--- src/rtl/nametable_write_scheduler_pkg.sv ---
`default_nettype none
// ============================================================================
// Module   : nametable_write_scheduler_pkg
// Purpose  : Shared PPU definitions for the name-table write path: table
//            geometry, VGA position width, scheduler state encoding, the
//            buffered request record and the fill-word helper.
// Revision : 1.0 - initial release
// ============================================================================
package nametable_write_scheduler_pkg;

  // Name-table geometry: 30 tile rows of 8 words (4 tiles per word).
  localparam int NT_WORDS     = 240;
  localparam int NT_TILE_ROWS = 30;
  localparam int NT_IDX_W     = 8;

  // Width of the VGA line counter.
  localparam int VGA_POS_W    = 10;

  // Width of the buffer occupancy count (covers depths up to 16).
  localparam int FIFO_LVL_W   = 5;

  typedef enum logic [1:0] {
    ST_IDLE  = 2'd0,
    ST_DRAIN = 2'd1,
    ST_CLEAR = 2'd2
  } nt_state_e;

  // One buffered write request as it sits in the request FIFO.
  typedef struct packed {
    logic [NT_IDX_W-1:0] idx;
    logic [31:0]         data;
    logic [3:0]          be;
  } nt_req_t;

  // A fill word carries the same tile index in all four byte lanes.
  function automatic logic [31:0] fill_word(input logic [7:0] tile);
    return {4{tile}};
  endfunction

endpackage
`default_nettype wire

--- src/rtl/nametable_write_scheduler_fifo.sv ---
`default_nettype none
// ============================================================================
// Module   : nt_req_fifo
// Purpose  : Small synchronous FIFO holding name-table write requests until
//            the display leaves the game area.
// Ports    : clk, rst          - clock, synchronous active-high reset
//            flush             - discard all entries (wins over push)
//            push, push_data   - enqueue one entry (ignored when full)
//            pop               - dequeue the head entry (ignored when empty)
//            head_data         - current head entry (valid when !empty)
//            level, full, empty- occupancy status
// Revision : 1.0 - initial release
// ============================================================================
module nt_req_fifo
  import nametable_write_scheduler_pkg::*;
#(
  parameter int DEPTH = 4,
  parameter int WIDTH = 44
) (
  input  logic                  clk,
  input  logic                  rst,
  input  logic                  flush,
  input  logic                  push,
  input  logic [WIDTH-1:0]      push_data,
  input  logic                  pop,
  output logic [WIDTH-1:0]      head_data,
  output logic [FIFO_LVL_W-1:0] level,
  output logic                  full,
  output logic                  empty
);

  localparam int PTR_W = (DEPTH > 1) ? $clog2(DEPTH) : 1;
  localparam logic [FIFO_LVL_W-1:0] DEPTH_LVL = FIFO_LVL_W'(DEPTH);

  logic [WIDTH-1:0]      mem_q [DEPTH];
  logic [WIDTH-1:0]      mem_d [DEPTH];
  logic [PTR_W-1:0]      wr_ptr_q, wr_ptr_d;
  logic [PTR_W-1:0]      rd_ptr_q, rd_ptr_d;
  logic [FIFO_LVL_W-1:0] level_q, level_d;
  logic                  do_push;
  logic                  do_pop;

  assign full      = (level_q == DEPTH_LVL);
  assign empty     = (level_q == '0);
  assign level     = level_q;
  assign head_data = mem_q[rd_ptr_q];
  assign do_push   = push && !full;
  assign do_pop    = pop && !empty;

  // DEPTH is a power of two, so the pointers wrap by plain overflow.
  always_comb begin
    mem_d    = mem_q;
    wr_ptr_d = wr_ptr_q;
    rd_ptr_d = rd_ptr_q;
    level_d  = level_q;
    if (flush) begin
      wr_ptr_d = '0;
      rd_ptr_d = '0;
      level_d  = '0;
    end else begin
      if (do_push) begin
        mem_d[wr_ptr_q] = push_data;
        wr_ptr_d        = wr_ptr_q + 1'b1;
      end
      if (do_pop) begin
        rd_ptr_d = rd_ptr_q + 1'b1;
      end
      case ({do_push, do_pop})
        2'b10:   level_d = level_q + 1'b1;
        2'b01:   level_d = level_q - 1'b1;
        default: level_d = level_q;
      endcase
    end
  end

  always_ff @(posedge clk) begin
    if (rst) begin
      wr_ptr_q <= '0;
      rd_ptr_q <= '0;
      level_q  <= '0;
    end else begin
      wr_ptr_q <= wr_ptr_d;
      rd_ptr_q <= rd_ptr_d;
      level_q  <= level_d;
    end
  end

  // Storage needs no reset: entries are only read while counted in level.
  always_ff @(posedge clk) begin
    mem_q <= mem_d;
  end

endmodule
`default_nettype wire

--- src/rtl/nametable_write_scheduler.sv ---
`default_nettype none
// ============================================================================
// Module   : nametable_write_scheduler
// Purpose  : Defers name-table RAM writes to the lines outside the game area
//            so the renderer never sees a half-updated table, and performs a
//            full-table fill on request.
// Ports    : clk, rst                     - clock, synchronous active-high reset
//            vgaPosY                      - current VGA line
//            wr_valid/wr_ready            - write-request handshake
//            wr_index/wr_data/wr_be       - word index, 4 tile indices, byte enables
//            clr_req, clr_tile            - full-table fill request and tile
//            ram_we/addr/wdata/be         - name-table RAM write port
//            busy, fifo_level, drop_err   - status
// Revision : 1.0 - initial release
// ============================================================================
module nametable_write_scheduler
  import nametable_write_scheduler_pkg::*;
#(
  parameter int GAME_START_POSY = 120,
  parameter int GAME_HEIGHT     = 240,
  parameter int FIFO_DEPTH      = 4
) (
  input  logic                  clk,
  input  logic                  rst,
  input  logic [VGA_POS_W-1:0]  vgaPosY,
  input  logic                  wr_valid,
  output logic                  wr_ready,
  input  logic [NT_IDX_W-1:0]   wr_index,
  input  logic [31:0]           wr_data,
  input  logic [3:0]            wr_be,
  input  logic                  clr_req,
  input  logic [7:0]            clr_tile,
  output logic                  ram_we,
  output logic [NT_IDX_W-1:0]   ram_addr,
  output logic [31:0]           ram_wdata,
  output logic [3:0]            ram_be,
  output logic                  busy,
  output logic [FIFO_LVL_W-1:0] fifo_level,
  output logic                  drop_err
);

  localparam logic [VGA_POS_W-1:0] WIN_LO    = VGA_POS_W'(GAME_START_POSY);
  localparam logic [VGA_POS_W-1:0] WIN_HI    = VGA_POS_W'(GAME_START_POSY + GAME_HEIGHT);
  localparam logic [NT_IDX_W-1:0]  LAST_WORD = NT_IDX_W'(NT_WORDS - 1);

  nt_state_e             state_q, state_d;
  logic [VGA_POS_W-1:0]  vga_pos_y_q, vga_pos_y_d;
  logic [NT_IDX_W-1:0]   clr_cnt_q, clr_cnt_d;
  logic [7:0]            clr_tile_q, clr_tile_d;
  logic                  drop_err_q, drop_err_d;

  logic                  window_open;
  logic                  accept;
  logic                  bad_index;
  logic                  enter_clear;
  logic                  fifo_push;
  logic                  fifo_pop;
  logic                  fifo_flush;
  logic                  fifo_full;
  logic                  fifo_empty;
  nt_req_t               push_req;
  nt_req_t               fifo_head;

  // Writes are only allowed above or below the rendered game area.
  assign window_open = (vga_pos_y_q < WIN_LO) || (vga_pos_y_q >= WIN_HI);

  assign wr_ready  = !fifo_full && (state_q != ST_CLEAR);
  assign accept    = wr_valid && wr_ready;
  assign bad_index = (wr_index > LAST_WORD);
  assign fifo_push = accept && !bad_index;
  assign push_req  = '{idx: wr_index, data: wr_data, be: wr_be};

  assign busy     = (state_q != ST_IDLE) || (fifo_level != '0);
  assign drop_err = drop_err_q;

  assign vga_pos_y_d = vgaPosY;
  assign drop_err_d  = drop_err_q || (accept && bad_index);

  nt_req_fifo #(
    .DEPTH (FIFO_DEPTH),
    .WIDTH ($bits(nt_req_t))
  ) u_fifo (
    .clk       (clk),
    .rst       (rst),
    .flush     (fifo_flush),
    .push      (fifo_push),
    .push_data (push_req),
    .pop       (fifo_pop),
    .head_data (fifo_head),
    .level     (fifo_level),
    .full      (fifo_full),
    .empty     (fifo_empty)
  );

  always_comb begin
    state_d     = state_q;
    clr_cnt_d   = clr_cnt_q;
    clr_tile_d  = clr_tile_q;
    enter_clear = 1'b0;
    fifo_pop    = 1'b0;
    fifo_flush  = 1'b0;
    ram_we      = 1'b0;
    ram_addr    = '0;
    ram_wdata   = '0;
    ram_be      = '0;

    case (state_q)
      ST_IDLE: begin
        if (clr_req) begin
          enter_clear = 1'b1;
        end else if (!fifo_empty && window_open) begin
          state_d = ST_DRAIN;
        end
      end

      ST_DRAIN: begin
        if (window_open && !fifo_empty) begin
          fifo_pop  = 1'b1;
          ram_we    = 1'b1;
          ram_addr  = fifo_head.idx;
          ram_wdata = fifo_head.data;
          ram_be    = fifo_head.be;
        end
        // A fill request lets this cycle's pop complete, then takes over.
        if (clr_req) begin
          enter_clear = 1'b1;
        end else if (!window_open || fifo_empty) begin
          state_d = ST_IDLE;
        end
      end

      ST_CLEAR: begin
        if (window_open) begin
          ram_we    = 1'b1;
          ram_addr  = clr_cnt_q;
          ram_wdata = fill_word(clr_tile_q);
          ram_be    = 4'hF;
          if (clr_cnt_q == LAST_WORD) begin
            state_d   = ST_IDLE;
            clr_cnt_d = '0;
          end else begin
            clr_cnt_d = clr_cnt_q + 1'b1;
          end
        end
        // A new request restarts the fill from word 0 with the new tile.
        if (clr_req) begin
          enter_clear = 1'b1;
        end
      end

      default: begin
        state_d = ST_IDLE;
      end
    endcase

    // Entering a fill discards everything buffered, including a same-cycle push.
    if (enter_clear) begin
      state_d    = ST_CLEAR;
      clr_cnt_d  = '0;
      clr_tile_d = clr_tile;
      fifo_flush = 1'b1;
    end

    // Reset abandons any operation immediately: no write in the reset cycle.
    if (rst) begin
      fifo_pop  = 1'b0;
      ram_we    = 1'b0;
      ram_addr  = '0;
      ram_wdata = '0;
      ram_be    = '0;
    end
  end

  always_ff @(posedge clk) begin
    if (rst) begin
      state_q     <= ST_IDLE;
      vga_pos_y_q <= '0;
      clr_cnt_q   <= '0;
      clr_tile_q  <= '0;
      drop_err_q  <= 1'b0;
    end else begin
      state_q     <= state_d;
      vga_pos_y_q <= vga_pos_y_d;
      clr_cnt_q   <= clr_cnt_d;
      clr_tile_q  <= clr_tile_d;
      drop_err_q  <= drop_err_d;
    end
  end

endmodule
`default_nettype wire

--- config.mk ---
export PLATFORM = sky130hd
export DESIGN_NAME = nametable_write_scheduler
export DESIGN_NICKNAME = d
export VERILOG_FILES = /design/src/rtl/nametable_write_scheduler_pkg.sv /design/src/rtl/nametable_write_scheduler_fifo.sv /design/src/rtl/nametable_write_scheduler.sv
export SDC_FILE = /design/constraint.sdc
export NUM_CORES = 1
export LEC_CHECK = 0
export ABC_AREA = 1
export ABC_CLOCK_PERIOD_IN_PS = 3870
export CAP_MARGIN = 20
export CORE_MARGIN = 1.5
export CORE_UTILIZATION = 53
export DETAILED_ROUTE_END_ITERATION = 7
export HOLD_SLACK_MARGIN = 0.06
export PLACE_DENSITY = 0.77
export SETUP_SLACK_MARGIN = 0.3
export SLEW_MARGIN = 20
export SYNTH_ARGS = -nofsm -noshare
export SYNTH_HDL_FRONTEND = slang
export SYNTH_SLANG_ARGS = --single-unit
--- constraint.sdc ---
create_clock -name clk -period 3.87 [get_ports clk]
set_input_delay 0.387 -clock clk [delete_from_list [all_inputs] [get_ports clk]]
set_output_delay 0.387 -clock clk [all_outputs]
set_load 0.05 [all_outputs]
After elaboration in Yosys (flattened, before gate mapping). Cells that the tools add are included.

Output and inout bits: 53. Input bits: 66. Word-level logic and storage cells: 111. Flip-flop bits (word level): 214.

$add $sub $neg: 5. Equal/unequal tests: 19. Mux-type cells: 37. Bitwise logic cells: 3. $lt $le $gt $ge: 6. Reduce and logical (&&, ||, !) cells: 28.

Operators by type and width (count): 176-bit bitwise mux (1); 44-bit 2-to-1 mux (3); 32-bit 2-to-1 mux (3); 44-bit binary-select mux with 2-bit select (1); 44-bit demux with 2-bit select (1); 32-bit case mux with 2 select lines (1); 8-bit 2-to-1 mux (4); 3-bit inequality test (second input constant) (6); 8-bit case mux with 2 select lines (1); 2-bit 2-to-1 mux (7); 2-bit inequality test (second input constant) (7); 4-bit 2-to-1 mux (3); 6-bit AND reduction (2); 10-bit by 9-bit greater-or-equal comparator with 1-bit output (second input constant) (1); 10-bit by 7-bit less-than comparator with 1-bit output (second input constant) (1); 5-bit case mux with 2 select lines (1); 8-bit by 1-bit adder with 8-bit output (second input constant) (1); 8-bit == test (second input constant) (1); 8-bit > comparator (second input constant) (1); 1-bit logical AND (8); 1-bit 2-to-1 mux (8); 4-bit case mux with 2 select lines (1); 3-bit greater-or-equal comparator (second input constant) (2); 2-bit inverter with 3-bit output (2); other kinds (19) (31).

Logic depth before layout (Yosys ltp). Gate-level depths: netlist of run 1.

Word-level depth: 9. Mapped depth: 16. Mapped depth without buffers: 16.

By module. Synthesis of run 1 repeated with hierarchy kept, for this count alone.

Cell total of the unflattened synthesis: 825. Area, all modules: 9076.2 um2.

Modules (own cells, without submodules): nt_req_fifo (sequential area each 5465.2 um2, times used 1, area each 7158.1 um2, cells an instance 524); nametable_write_scheduler (sequential area each 520.5 um2, times used 1, area each 1918.1 um2, cells an instance 301).

Worst setup path after synthesis of run 1. Ideal clock, no wire load.

Path type: register -> register. From: register u_fifo.level_q[4] (netlist: u_fifo.level[4]). To: register u_fifo.mem_q[0] in the netlist's numbering (enable). Clock period less this slack: 3.981 ns. Library setup time: 0.445 ns. Stages on the path, launching flop included: 9. Path slack: -0.111 ns. Path buffers: 0. Data required time: 3.425 ns. Arrival: 3.536 ns. Cell sequence: dfxtp_1 > inv_1 > nand4_1 > nand2_1 > inv_1 > nand2_1 > nor2_1 > nand2_1 > nor2_1.

Cells in the longest elaborated chain, start to end: 7.

Ends and longest elaborated chain: start: declaration (RTL line nametable_write_scheduler_fifo.sv:39) `logic [FIFO_LVL_W-1:0] level_q, level_d;`; start signal: assignment (RTL line nametable_write_scheduler_fifo.sv:84) `level_q <= level_d;`; 5-bit by 3-bit == test with 1-bit output (RTL line nametable_write_scheduler_fifo.sv:43) `assign full = (level_q == DEPTH_LVL);`; 1-bit zero test (RTL line nametable_write_scheduler.sv:67) `assign wr_ready = !fifo_full && (state_q != ST_CLEAR);`; 1-bit logical AND (RTL line nametable_write_scheduler.sv:67); named net wr_ready (RTL line nametable_write_scheduler.sv:27) `output logic wr_ready,`; 1-bit logical AND (RTL line nametable_write_scheduler.sv:68) `assign accept = wr_valid && wr_ready;`; 1-bit logical AND (RTL line nametable_write_scheduler.sv:70) `assign fifo_push = accept && !bad_index;`; 1-bit logical AND (RTL line nametable_write_scheduler_fifo.sv:47) `assign do_push = push && !full;`; 2-bit AND reduction (no source line); end signal: assignment (RTL line nametable_write_scheduler_fifo.sv:90) `mem_q <= mem_d;`; end: declaration (RTL line nametable_write_scheduler_fifo.sv:35) `logic [WIDTH-1:0] mem_q [DEPTH];`.

The timed path passes the listed nets, and every way through them passes these cells. A chain may end at the register's enable or synchronous reset.

Final worst setup path of run 1.
From: register vga_pos_y_q[8]. To: output ram_be[2].

Cells in the longest elaborated chain, start to end: 6. Elaborated cells on any way between the ends: 8. Those cells by class: order compare (2); mux (4); reduce/logical (2).

Ends and longest elaborated chain: start: declaration (RTL line nametable_write_scheduler.sv:47) `logic [VGA_POS_W-1:0] vga_pos_y_q, vga_pos_y_d;`; start signal: assignment (RTL line nametable_write_scheduler.sv:183) `vga_pos_y_q <= vga_pos_y_d;`; 10-bit by 7-bit less-than comparator with 1-bit output or 10-bit by 9-bit greater-or-equal comparator with 1-bit output (tied branches) (RTL line nametable_write_scheduler.sv:65) `assign window_open = (vga_pos_y_q < WIN_LO) || (vga_pos_y_q >= WIN_HI);`; 1-bit logical OR (*) (RTL line nametable_write_scheduler.sv:65); 1-bit logical AND (RTL line nametable_write_scheduler.sv:117) `if (window_open && !fifo_empty) begin`; 4-bit 2-to-1 mux (RTL line nametable_write_scheduler.sv:117); 4-bit case mux with 2 select lines (*) (RTL line nametable_write_scheduler.sv:107) `case (state_q)`; 4-bit 2-to-1 mux (*) (RTL line nametable_write_scheduler.sv:165) `if (rst) begin`; end: declaration (RTL line nametable_write_scheduler.sv:36) `output logic [3:0] ram_be,`.

Mark *: on every way between the ends. The rest lies on a longest branch, timed or not.

==> results of run 1 <==
state kept, by name, indices dropped and copies added, names as in the netlist:
signal and cells:
u_fifo.rd_ptr_q 2, state_q 2, clr_cnt_q 8, clr_tile_q 8, u_fifo.level 5, drop_err 1, u_fifo.wr_ptr_q 2, vga_pos_y_q 7
u_fifo.mem_q 176
logic make-up (layout without fill, tap and decap cells):
group / after synthesis / after routing / synth area share
fa+ha+maj: 14 / 14 / 0.0207
simple gates: 263 / 263 / 0.132
xor+xnor: 6 / 6 / 0.00595
buf+inv: 91 / 209 / 0.0410
flops: 211 / 211 / 0.677
compound gates: 203 / 203 / 0.123
power by group through the flow:
stage,Combinational [mW],Clock (mW),Sequential [mW]
floorplan,0.186,0,2.58
global placement,0.351,0,2.58
detailed placement,0.353,0,2.58
CTS,0.356,1.97,2.53
global route,0.387,2.06,2.53
finish,0.358,1.95,2.53
per-stage QoR:
step	utilization	std cells	hold WS (ps)	setup slack, ps
after floorplan	-	788	456	-111
after global placement	0.615	1089	482	728
after detailed placement	0.615	1089	488	668
after CTS	0.655	1126	387	591
after global routing	0.655	1126	412	424
final	0.655	1126	406	607
per-layer routing:
layer  wire (um)  global-route usage  part of all wire
met3        1700              0.0484             0.083
met4         498              0.0735             0.024
met1        8630               0.326              0.42
met5          15                   0           0.00073
met2        9720               0.385              0.47
worst paths after layout:
kind | from | endpoint
min | vgaPosY[7] | vga_pos_y_q[7]$_SDFF_PP0_
min reg2reg | drop_err$_SDFF_PP0_ | drop_err$_SDFF_PP0_
max | vga_pos_y_q[8]$_SDFF_PP0_ | ram_be[2]
max reg2reg | state_q[0]$_SDFFE_PP0P_ | u_fifo.mem_q[33]$_DFFE_PP_
cells in the final DEF (no fill, tap or decap), types with 2 or more instances in the layout:
cell type,count
nand2_1,42
edfxtp_1,176
a211oi_1,3
dfxtp_1,34
o21ai_0,103
nand2_2,8
ha_1,13
xor2_1,3
nor3_1,3
clkbuf_16,23
nand4_1,45
nand2_4,2
clkinv_1,6
inv_1,39
clkinv_2,2
nor2_4,4
o22ai_1,44
nor2_1,149
buf_4,54
nand3_1,5
clkdlybuf4s50_1,75
o21bai_1,2
inv_2,2
xnor2_1,3
a21oi_1,49
clkbuf_1,5
area by class of cell:
type	count	share of cell area
multi-input cells	486	0.234
flip-flops and latches	211	0.555
well taps	220	0.0255
clock buffers	29	0.0564
repair buffers	130	0.109
clock inverters	8	0.00545
inverters	42	0.0146
critical path, cell delays in order, from the launching register on:
cell             delay, ps
dfxtp_1                300
or2_0                  210
nor2_1                 120
nor2_1                  70
nand2_4                180
nand2_4                100
inv_2                  370
nor2_1                  90
nor2_1                 120
clkdlybuf4s50_1        810
==> metrics.md, run 1 <==
| Metric | Value |
|---|---|
| Drc violations | `0` |
| Post-Syn Instances | `788` |
| Nets | `973` |
| Post-synth ARST share | `0` |
| Post-route ant nets | `0` |
| Comb power frac | `0.074` |
| Fmax | `306 MHz` |
| Sink Count | `211` |
| Post-synthesis sequential area ratio | `0.677` |
| Final-report hold violation count | `0` |
| Die H | `132 um` |
| Run status | `complete, no violations` |
| Vias in the first global route | `6088` |
| CTS resizes | `0` |
| Most instantiated cells after synthesis | `edfxtp_1, nor2_1, o21ai_0` |
| Sequential share of power | `0.523` |
| Row cnt | `47` |
| Flop-to-flop setup slack | `830 ps` |
| Setup bufs post-CTS | `0` |
| Routability cong. | `0.814` |
| Hold depth | `3` |
| Slew Viols, Final | `0` |
| Switching Share | `0.216` |
| Setup TNS | `0 ps` |
| Period utilization | `0.843` |
| Worst IR drop on VDD | `0.321 mV` |
| P_sw | `1.04 mW` |
| Initial Utilization | `0.537` |
| Layout cells sized above 1 | `0.114` |
| Synth top area cells | `edfxtp_1, dfxtp_1, nor2_1` |
| CP arrival | `2880 ps` |
| Main synth FF type | `edfxtp_1` |
| Dpl hpwl | `12.3 mm` |
| Diode count | `0` |
| RSZ-0062 raised after global routing | `false` |
| DRT Pass-1 Iters | `5` |
| Via density | `5.71` |
| CP endpoint kind | `output pin` |
| CTS H-tree depth | `1` |
| Global-route wire length before repair | `32.1 mm` |
| Synth top area share | `0.598` |
| Synth Net Count | `868` |
| Worst-path fanout max | `23` |
| Maxcap violations | `0` |
| Total CTS buffers | `22` |
| Register-to-Register Path Depth | `10` |
| CTS tree | `yes` |
| Hold buffers post-CTS | `0` |
| Leakage | `3.75 nW` |
| Area Overhead vs Synth | `22.0%` |
| Layout fillers | `1249` |
| Crit path launch type | `register` |
| Min-Delay Path Class | `in -> reg` |
| Clock skew | `5.83 ps` |
| Max Buffers Root-to-Sink | `3` |
| Reg area | `0.00599 mm^2` |
| DP Area | `0.0101 mm^2` |
| Width of the die | `132 um` |
| Largest net degree at the start of global routing | `82` |
| GRT Total Usage | `0.238` |
| Root Driver | `clkbuf_16` |
| Routed len/inst | `18.3 um` |
| Pwr dens | `449 mW/mm^2` |
| Critical path class | `reg -> out` |
| Internal Dissipation | `3.80 mW` |
| Core area | `0.0165 mm^2` |
| Yosys warning count | `0` |
| Via count | `6433` |
| Initial antenna violation count | `2` |
| Total routed wirelength | `20.6 mm` |
| Area occupied by multi-input gates | `0.00252 mm^2` |
| Congestion Overflow GR | `0` |
| Post-Layout Inst Area | `0.0108 mm^2` |
| Clock slew at reported path FFs | `60 ps` |
| Mapped cell area | `0.00884 mm^2` |
| Share of total power in the clock network | `0.403` |
| Power Total | `4.84 mW` |
| Worst-Margin Slew | `849 ps` |
| Top-count cell post-synth | `edfxtp_1` |
| Tmin final | `3260 ps` |
| Worst skew pair latency | `490 ps` |
| #FFs+latches synth | `211` |
| Final Setup Violations | `0` |
| WP data required | `3480 ps` |
| Die area | `0.0175 mm^2` |
| I/O pin count | `119` |
| Mean Syn Cell Area | `11.2 um^2` |
| Synth unique cells | `32` |
| Iteration-0 DRC count of the detailed router | `652` |
| Slew margin rel. | `0.432` |
| Post-synth EDFFs | `176` |
| Largest area contributor in the netlist | `edfxtp_1` |
| I/O Buffers | `115` |
Power figures use the tool's default switching activity.
==> inputs of run 2 (changes only) <==
--- a/config.mk
+++ b/config.mk
@@ -6,7 +6,7 @@
 export NUM_CORES = 1
 export LEC_CHECK = 0
 export ABC_AREA = 1
-export ABC_CLOCK_PERIOD_IN_PS = 3870
+export ABC_CLOCK_PERIOD_IN_PS = 3310
 export CAP_MARGIN = 20
 export CORE_MARGIN = 1.5
 export CORE_UTILIZATION = 53
==> constraint.sdc (replaced) <==
create_clock -name clk -period 3.31 [get_ports clk]
set_input_delay 0.331 -clock clk [delete_from_list [all_inputs] [get_ports clk]]
set_output_delay 0.331 -clock clk [all_outputs]
set_load 0.05 [all_outputs]
==> run 2 against run 1 <==
Power up 19%; hold slack lost 53 ps; sequential power increased by 17%; global-route usage rose by 1.4 points; die area did not move; combinational power is 25% higher; routed wire length up 8.1%; via count is 3.9% higher; register-to-register slack lost 260 ps; worst setup slack got worse by 250 ps.
==> metrics.md, run 2 (synthesis gave the netlist of run 1 again) <==
| Metric | Value |
|---|---|
| Largest net degree at the start of global routing | `55 (-33%)` |
| Most common cell after layout, fill and taps aside | `edfxtp_1` |
| Pre-CTS setup slack | `470 ps (-198 ps)` |
| Tmin final | `2950 ps` |
| Hold depth | `3 (unchanged)` |
| Slew Viols, Final | `0 (unchanged)` |
| Worst skew pair latency | `500 ps (about the same)` |
| Register-to-Register Path Depth | `16 (+6)` |
| Initial Utilization | `0.537 (unchanged)` |
| Post-route ant nets | `0 (unchanged)` |
| I/O pin count | `119 (unchanged)` |
| Maxcap violations | `0 (unchanged)` |
| I/O Buffers | `115 (unchanged)` |
| Fmax | `339 MHz` |
| Final Setup Violations | `0 (unchanged)` |
| Setup TNS | `0 ps (unchanged)` |
| Via density | `5.91 (+3.4%)` |
| Die H | `132 um (unchanged)` |
| Root Driver | `clkbuf_16` |
| Die area | `0.0175 mm^2 (unchanged)` |
| Setup ws final | `361 ps (-246 ps)` |
| GRT Total Usage | `0.251 (+0.0135)` |
| CP arrival | `2620 ps (-260 ps)` |
| Routed len/inst | `19.6 um (+7.6%)` |
| Critical path class | `reg -> out` |
| Leakage | `3.90 nW (+4.1%)` |
| Nets | `978 (+0.51%)` |
| Routability cong. | `0.803 (-1.4%)` |
| Setup bufs post-CTS | `0 (unchanged)` |
| Worst reg2reg startpoint | `state_q[0]$_SDFFE_PP0P_` |
| RSZ-0062 raised after global routing | `true` |
| HP Start | `vgaPosY[3]` |
| Most frequent cells in the layout | `edfxtp_1, nor2_1, o21ai_0` |
| Clock skew | `16.1 ps (+10.3 ps)` |
| CTS resizes | `0 (unchanged)` |
| Core area | `0.0165 mm^2 (unchanged)` |
| Worst IR drop on VDD | `0.406 mV (+26%)` |
| WP data required | `2980 ps (-500 ps)` |
| Sink Count | `211 (unchanged)` |
| Row cnt | `47 (unchanged)` |
| Total routed wirelength | `22.2 mm (+8.1%)` |
| CP most frequent cell | `nor2_1` |
| FF-to-FF End | `u_fifo.level[4]$_SDFFE_PP0P_` |
| Clock slew at reported path FFs | `60 ps (about the same)` |
| Area Overhead vs Synth | `28.7%` |
| Crit path launch type | `register` |
| Min-Delay Path Class | `in -> reg` |
| Most flops, register | `u_fifo.mem_q` |
| Width of the die | `132 um (unchanged)` |
| Drc violations | `0 (unchanged)` |
| Vias in the first global route | `6354 (+4.4%)` |
| CP endpoint kind | `output pin` |
| CTS tree | `yes` |
| Max Buffers Root-to-Sink | `3 (unchanged)` |
| Slew margin rel. | `0.554 (+0.122)` |
| Worst-Margin Slew | `667 ps (-182 ps)` |
| Worst-path fanout max | `40 (+74%)` |
| Crit-path cells | `or2_0 -> nor2_1 -> nor2_1 -> nand2_4 -> buf_4 -> nand4_1 -> a21oi_1 -> buf_12` |
| Via count | `6683 (+3.9%)` |
| Layout cells sized above 1 | `0.128 (+0.0147)` |
| Pwr dens | `505 mW/mm^2 (+13%)` |
| Hold buffers post-CTS | `0 (unchanged)` |
| WHS Endpoint | `vga_pos_y_q[3]$_SDFF_PP0_` |
| Global-route wire length before repair | `33.9 mm (+5.7%)` |
| Layout fillers | `1166 (-6.6%)` |
| Largest regs | `u_fifo.mem_q (176), clr_cnt_q (8), clr_tile_q (8)` |
| Iteration-0 DRC count of the detailed router | `749 (+15%)` |
| Critical Path Slowest Stage Cell | `buf_4` |
| Slowest cell delay on critical path | `450 ps (-360 ps)` |
| DRT Pass-1 Iters | `5 (unchanged)` |
| Dpl hpwl | `13.5 mm (+9.7%)` |
| Final-report hold violation count | `0 (unchanged)` |
| Total CTS buffers | `22 (unchanged)` |
| Diode count | `0 (unchanged)` |
| CTS H-tree depth | `1 (unchanged)` |
| Initial antenna violation count | `0 (-2)` |
| Congestion Overflow GR | `0 (unchanged)` |
| Run status | `complete, no violations` |
| Max reg flops | `176 (unchanged)` |
| Period utilization | `0.891` |
| Flop-to-flop setup slack | `570 ps (-260 ps)` |
==> run 2: cell count changes in the layout (fill, tap and decap cells not counted), moves of 2 or more <==
cell / delta
buf_4: -35
buf_12: +43
buf_6: +2
clkdlybuf4s50_1: -5
==> run 2: layout make-up <==
class,instances,area (um^2),area share
inverter,42,159,0.0140
multi-input combinational,486,2530,0.223
sequential,211,5990,0.526
tap,220,275,0.0242
timing repair buffer,135,1750,0.154
clock inverter,11,113,0.00990
clock buffer,26,566,0.0497
==> run 2: worst max path at each step <==
stage,endpoint,start,cells past startpoint
global route,u_fifo.level[4]$_SDFFE_PP0P_,state_q[0]$_SDFFE_PP0P_,16
global placement,u_fifo.level[3]$_SDFFE_PP0P_,wr_index[7],13
floorplan,u_fifo.mem_q[0]$_DFFE_PP_,u_fifo.level[4]$_SDFFE_PP0P_,8
detailed placement,u_fifo.level[4]$_SDFFE_PP0P_,wr_index[7],13
finish,ram_addr[7],vga_pos_y_q[8]$_SDFF_PP0_,8
CTS,ram_wdata[12],u_fifo.rd_ptr_q[0]$_SDFFE_PP0P_,6
==> run 2: report_power, final <==
part	total [mW]	switching [mW]	internal, mW
sequential	2.96	0.0223	2.94
clock	2.34	0.970	1.37
combinational	0.447	0.288	0.159
total	5.75	1.28	4.47
==> run 2: worst max-delay path: cells and delay by family (launching register included) <==
kind | cells | cell delay [ps]
simple gates | 5 | 710
buf+inv | 2 | 650
compound gates | 1 | 440
flops | 1 | 300
==> run 2: per-stage QoR <==
stage          std cells   util  hold slack, ps  total power, mW  instance area (um^2)
6_report            1131  0.691             354             5.75                 11400
5_1_grt             1131  0.691             366             5.91                 11400
4_1_cts             1131  0.690             353             5.76                 11400
3_5_place_dp        1094  0.649             506             3.45                 10700
3_3_place_gp        1094  0.649             486             3.44                 10700
2_1_floorplan        788      -             400             3.24                  8850
==> run 2: metal layers <==
layer  part of all wire  up-vias  GRT usage
met3               0.10       52     0.0511
met4              0.030        0     0.0963
li1                   -     3062          -
met5                  0        -          0
met1               0.39     3195      0.339
met2               0.48      374      0.404
==> inputs of run 3 (changes only) <==
--- a/config.mk
+++ b/config.mk
@@ -14,7 +14,6 @@
 export HOLD_SLACK_MARGIN = 0.06
 export PLACE_DENSITY = 0.77
 export SETUP_SLACK_MARGIN = 0.3
-export SLEW_MARGIN = 20
 export SYNTH_ARGS = -nofsm -noshare
 export SYNTH_HDL_FRONTEND = slang
 export SYNTH_SLANG_ARGS = --single-unit
==> results of run 3 <==
The final DEF is identical to that of run 2; final timing and power are the same.
